File: src/rtl/full_receiver.sv
// full_receiver: rebuilds one 32-bit word from four back-to-back 10-bit RxD frames
// ({start=0, 8 data bits MSB-first, stop=1}), MSB byte first.
// Optional feature macro RX_SYNC_EN: passes RxD through a 2-flop synchronizer first.
module full_receiver #(
  parameter int unsigned CLKS_PER_BIT = 1
) (
  input  logic        clk,
  input  logic        reset,
  input  logic        RxD,
  output logic [31:0] data,
  output logic        valid,
  output logic        frame_err,
  output logic        busy
);

  localparam int unsigned HALF_BIT = CLKS_PER_BIT / 2;
  localparam int unsigned CNT_W    = (CLKS_PER_BIT > 1) ? $clog2(CLKS_PER_BIT) : 1;

  typedef enum logic [1:0] {IDLE, START, DATA, STOP} state_e;

  state_e           state_q, state_d;
  logic [CNT_W-1:0] cnt_q, cnt_d;
  logic [2:0]       bit_cnt_q, bit_cnt_d;
  logic [1:0]       byte_cnt_q, byte_cnt_d;
  logic [7:0]       shift_q, shift_d;
  logic [23:0]      word_q, word_d;
  logic [31:0]      data_q, data_d;
  logic             valid_q, valid_d;
  logic             frame_err_q, frame_err_d;
  logic             armed_q, armed_d;
  logic             busy_q;
  logic             rxd;

`ifdef RX_SYNC_EN
  logic [1:0] sync_q;

  // Two-flop synchronizer; resets to the idle (high) line level.
  always_ff @(posedge clk or posedge reset) begin
    if (reset) sync_q <= 2'b11;
    else       sync_q <= {sync_q[0], RxD};
  end

  assign rxd = sync_q[1];
`else
  assign rxd = RxD;
`endif

  // Next-state logic; counter values hold "cycles remaining minus one".
  always_comb begin
    state_d     = state_q;
    cnt_d       = cnt_q;
    bit_cnt_d   = bit_cnt_q;
    byte_cnt_d  = byte_cnt_q;
    shift_d     = shift_q;
    word_d      = word_q;
    data_d      = data_q;
    armed_d     = armed_q;
    valid_d     = 1'b0;
    frame_err_d = 1'b0;
    unique case (state_q)
      IDLE: begin
        if (!armed_q) begin
          if (rxd) armed_d = 1'b1;
        end else if (!rxd) begin
          bit_cnt_d = '0;
          if (CLKS_PER_BIT == 1) begin
            // The detect cycle is already the start-bit sample.
            state_d = DATA;
            cnt_d   = '0;
          end else begin
            state_d = START;
            cnt_d   = CNT_W'(HALF_BIT - 1);
          end
        end
      end
      START: begin
        if (cnt_q != '0) begin
          cnt_d = cnt_q - CNT_W'(1);
        end else if (rxd) begin
          state_d = IDLE;
        end else begin
          state_d   = DATA;
          cnt_d     = CNT_W'(CLKS_PER_BIT - 1);
          bit_cnt_d = '0;
        end
      end
      DATA: begin
        if (cnt_q != '0) begin
          cnt_d = cnt_q - CNT_W'(1);
        end else begin
          cnt_d     = CNT_W'(CLKS_PER_BIT - 1);
          shift_d   = {shift_q[6:0], rxd};
          bit_cnt_d = bit_cnt_q + 3'd1;
          if (bit_cnt_q == 3'd7) state_d = STOP;
        end
      end
      STOP: begin
        if (cnt_q != '0) begin
          cnt_d = cnt_q - CNT_W'(1);
        end else begin
          state_d = IDLE;
          if (rxd) begin
            if (byte_cnt_q == 2'd3) begin
              data_d     = {word_q, shift_q};
              valid_d    = 1'b1;
              byte_cnt_d = '0;
            end else begin
              byte_cnt_d = byte_cnt_q + 2'd1;
              unique case (byte_cnt_q)
                2'd0:    word_d[23:16] = shift_q;
                2'd1:    word_d[15:8]  = shift_q;
                default: word_d[7:0]   = shift_q;
              endcase
            end
          end else begin
            // Bad stop bit: drop the partial word and wait for the line to go high.
            frame_err_d = 1'b1;
            byte_cnt_d  = '0;
            word_d      = '0;
            armed_d     = 1'b0;
          end
        end
      end
      default: state_d = IDLE;
    endcase
  end

  // State and output registers.
  always_ff @(posedge clk or posedge reset) begin
    if (reset) begin
      state_q     <= IDLE;
      cnt_q       <= '0;
      bit_cnt_q   <= '0;
      byte_cnt_q  <= '0;
      shift_q     <= '0;
      word_q      <= '0;
      data_q      <= '0;
      valid_q     <= 1'b0;
      frame_err_q <= 1'b0;
      armed_q     <= 1'b1;
      busy_q      <= 1'b0;
    end else begin
      state_q     <= state_d;
      cnt_q       <= cnt_d;
      bit_cnt_q   <= bit_cnt_d;
      byte_cnt_q  <= byte_cnt_d;
      shift_q     <= shift_d;
      word_q      <= word_d;
      data_q      <= data_d;
      valid_q     <= valid_d;
      frame_err_q <= frame_err_d;
      armed_q     <= armed_d;
      busy_q      <= (state_d != IDLE);
    end
  end

  assign data      = data_q;
  assign valid     = valid_q;
  assign frame_err = frame_err_q;
  assign busy      = busy_q;

endmodule

File: config.mk
export PLATFORM = sky130hd
export DESIGN_NAME = full_receiver
export DESIGN_NICKNAME = d
export VERILOG_FILES = /design/src/rtl/full_receiver.sv
export SDC_FILE = /design/constraint.sdc
export NUM_CORES = 1
export LEC_CHECK = 0
export CAP_MARGIN = 10
export CORE_ASPECT_RATIO = 0.6
export CORE_UTILIZATION = 45
export CTS_CLUSTER_SIZE = 40
export DETAILED_ROUTE_END_ITERATION = 6
export GPL_TIMING_DRIVEN = 0
export HOLD_SLACK_MARGIN = 0.15
export PLACE_DENSITY_LB_ADDON = 0.2
export SLEW_MARGIN = 20
export SYNTH_ARGS = -nofsm -noshare
export SYNTH_HDL_FRONTEND = slang
export SYNTH_SLANG_ARGS = --single-unit
File: constraint.sdc
create_clock -name clk -period 4.1 [get_ports clk]
set_input_delay 0.82 -clock clk [delete_from_list [all_inputs] [get_ports clk]]
set_output_delay 0.82 -clock clk [all_outputs]
set_load 0.005 [all_outputs]
==> results.sh <==
export IMPL_status="completed"
export IMPL_critical_path_slowest_cell="clkdlybuf4s50_1"
export IMPL_first_pass_iters=4
export IMPL_core_um2=6330
export IMPL_r2r_end="word_q[17]$_DFFE_PP0P_"
export IMPL_hpwl_mm=3.51
export IMPL_cts_hold_buffers=0
export IMPL_grt_pass1_wl_mm=9.10
export IMPL_setup_tns_ps=0
export IMPL_die_w_um=108
export IMPL_syn_area_um2=3050
export IMPL_routed_wl_mm=5.27
export IMPL_fin_crit_sh_pct=49.0
export IMPL_hold_end="armed_q$_DFFE_PP1P_"
export IMPL_grt_pass1_vias=1760
export IMPL_crit_buf_inv=1
export IMPL_portBuffers=36
export IMPL_crit_fanout=2
export IMPL_rr_worst_depth=4
export IMPL_syn_num_nets=217
export IMPL_finalSetupViolations=0
export IMPL_hold_viol=0
export IMPL_netlist_instances=209
export IMPL_finalWorstSetupSlack_ps=2090
export IMPL_area_delta_synth_final_pct=25.5
export IMPL_instances_no_fill=346
export IMPL_diodes=0
export IMPL_postCtsSetupRepairBufs=0
export IMPL_ys_types=24
export IMPL_finish_utilization_pct=60.4
export IMPL_ys_seq_area_share_pct=61.6
export IMPL_reg2reg_slack_ps=2270
export IMPL_final_min_clock_period_ps=2010
export IMPL_pre_cts_slack_ps=2110
export IMPL_cp_required_ps=3280
export IMPL_cp_top_family="buffers and inverters"
export IMPL_p_per_area_nw_per_um2=658
export IMPL_die_h_um=65.7
export IMPL_clockBufferDepth=2
export IMPL_rows=22
export IMPL_dieArea_um2=7110
export IMPL_crit_type="flop to output port"
export IMPL_grt_usage_pct=17.8
export IMPL_clockRootBuffer="clkbuf_16"
export IMPL_antenna_left=0
export IMPL_drtIter0Drc=57
export IMPL_grt_max_degree=59
export IMPL_num_vias=1734
export IMPL_initial_core_util_pct=48.1
export IMPL_drv_slew=0
export IMPL_max_stage_delay_ps=500
export IMPL_wire_per_inst_um=15.2
export IMPL_max_cap_violations=0
export IMPL_avgSynthCellArea_um2=14.6
export IMPL_cts_resized=0
export IMPL_yosys_warnings=0
export IMPL_holdCritStartpoint="armed_q$_DFFE_PP1P_"
export IMPL_max_slew_margin_pct=62.6
export IMPL_cts_tree="done"
export IMPL_overflow=0
export IMPL_leakagePower_nw=1.84
export IMPL_arrival_ps=1190
export IMPL_endpoint_kind="output port"
export IMPL_antenna_found_initial=0
export IMPL_fillers=522
export IMPL_place_inst=330
export IMPL_startpoint_type="flop"
export IMPL_avgViaCountPerCell=5.01
export IMPL_hp_class="flop to flop"
export IMPL_drive_gt1_share_pct=24.0
export IMPL_htree_num_levels=3
export IMPL_clkTransAtPathRegs_ps=60
export IMPL_tightestPinTransition_ps=561
export IMPL_vdd_drop_max_v=0.000312
export IMPL_gp_congestion=0.743
export IMPL_synth_seq_cells=75
export IMPL_fin_skew_ps=4.80
export IMPL_nNetsFinal=265
export IMPL_cts_num_sinks=75
export IMPL_io_pin_count=38
export IMPL_path_cells="clkdlybuf4s50_1"
export IMPL_min_path_cells=2
export IMPL_max_freq_ghz=0.498
export IMPL_clock_latency_ps=330
export IMPL_drc=0
export IMPL_r2r_start="byte_cnt_q[0]$_DFFE_PP0P_"
export IMPL_grt_setup_unrepaired="no"
export IMPL_cts_inserted_buffers=9
-- how the worst max path moves through the flow --
| stage | from | to | slack, ps | cells after the start |
|---|---|---|---|---|
| after floorplan | reset | bit_cnt_q[0]$_DFFE_PP0P_ | 1370 | 1 |
| after global placement | reset | bit_cnt_q[2]$_DFFE_PP0P_ | 140 | 2 |
| after detailed placement | RxD | word_q[16]$_DFFE_PP0P_ | 2110 | 3 |
| after CTS | data[6]$_DFFE_PP0P_ | data[6] | 2080 | 1 |
| after global routing | data[5]$_DFFE_PP0P_ | data[5] | 2030 | 1 |
| final | data[10]$_DFFE_PP0P_ | data[10] | 2090 | 1 |
-- cell families (layout without fill, tap and decap cells) --
family                     count (synthesis)  count (layout)  synth area share [%]
AOI/OAI and AO/OA                         17              17                  4.39
adders and majority gates                  5               5                  2.05
buffers and inverters                     15              68                  3.16
DFF                                       75              75                  61.6
muxes                                     61              61                  22.4
and+or+nand+nor                           36              36                  6.32
-- cell usage after synthesis (all sizes together) --
master	instances	area, µm²
nand3	1	5.00
mux2	58	653
dfstp	1	26.3
nand2b	3	18.8
a21oi	2	17.5
inv	5	18.8
dfrtp	74	1850
o2bb2ai	8	76.3
and2	8	50.1
nand4	1	21.3
o21bai	1	7.51
mux2i	3	30.0
o31ai	1	7.51
ha	5	62.6
or4	1	7.51
o21ai	5	25.0
nand2	19	78.8
nor2	3	11.3
buf	10	77.6
-- power breakdown --
part	internal, mW	switching (mW)
Sequential	0.984	0.156
Combinational	0.396	0.256
Clock	0.425	0.297
Total	1.81	0.709
-- layer usage --
layer	global-route usage [%]	part of all wire, %
met3	6.65	4.2
met5	0	0
met2	24.4	42
met1	25.7	52
met4	6.16	0.87
-- metrics by stage --
step	hold WS [ps]	cell area (µm²)	power (mW)
detailed placement	458	3540	1.81
floorplan	440	3050	1.54
global route	478	3820	2.69
CTS	466	3820	2.55
global placement	446	3510	1.78
finish	472	3820	2.51
-- final cells by class --
cell class	instances	area, µm²	share of cell area [%]
flip-flops and latches	75	1880	49.1
multi-input cells	119	1070	28.1
clock buffers	10	239	6.25
plain buffers	10	77.6	2.03
well taps	84	105	2.75
clock inverters	6	41.3	1.08
inverters	5	21.3	0.556
repair buffers	37	388	10.1
-- placed cells by master (no fill, tap or decap) --
| cell | count |
|---|---|
| ha_1 | 5 |
| inv_4 | 1 |
| nand2_4 | 1 |
| o2bb2ai_1 | 7 |
| nand2_1 | 18 |
| o21bai_1 | 1 |
| buf_4 | 1 |
| or4_1 | 1 |
| buf_2 | 5 |
| dfstp_2 | 1 |
| clkbuf_8 | 1 |
| clkinv_2 | 3 |
| o31ai_1 | 1 |
| mux2_2 | 29 |
| nand4_4 | 1 |
| clkinv_4 | 3 |
| nand3_1 | 1 |
| a21oi_2 | 2 |
| clkbuf_16 | 9 |
| and2_1 | 8 |
| clkdlybuf4s50_1 | 36 |
| mux2i_1 | 3 |
| buf_16 | 1 |
| inv_1 | 4 |
| buf_6 | 4 |
| nand2b_1 | 3 |
| o21ai_0 | 5 |
| nor2_1 | 3 |
| o2bb2ai_2 | 1 |
| dfrtp_1 | 74 |
| mux2_1 | 29 |
-- registers in the layout, indices dropped and copies added (netlist names) --
register and cells:
frame_err 1, word_q 24, armed_q 1, shift_q 8, busy 1, valid 1
byte_cnt_q 2, data 32, bit_cnt_q 3, state_q 2
(Power assumes the default switching activity.)
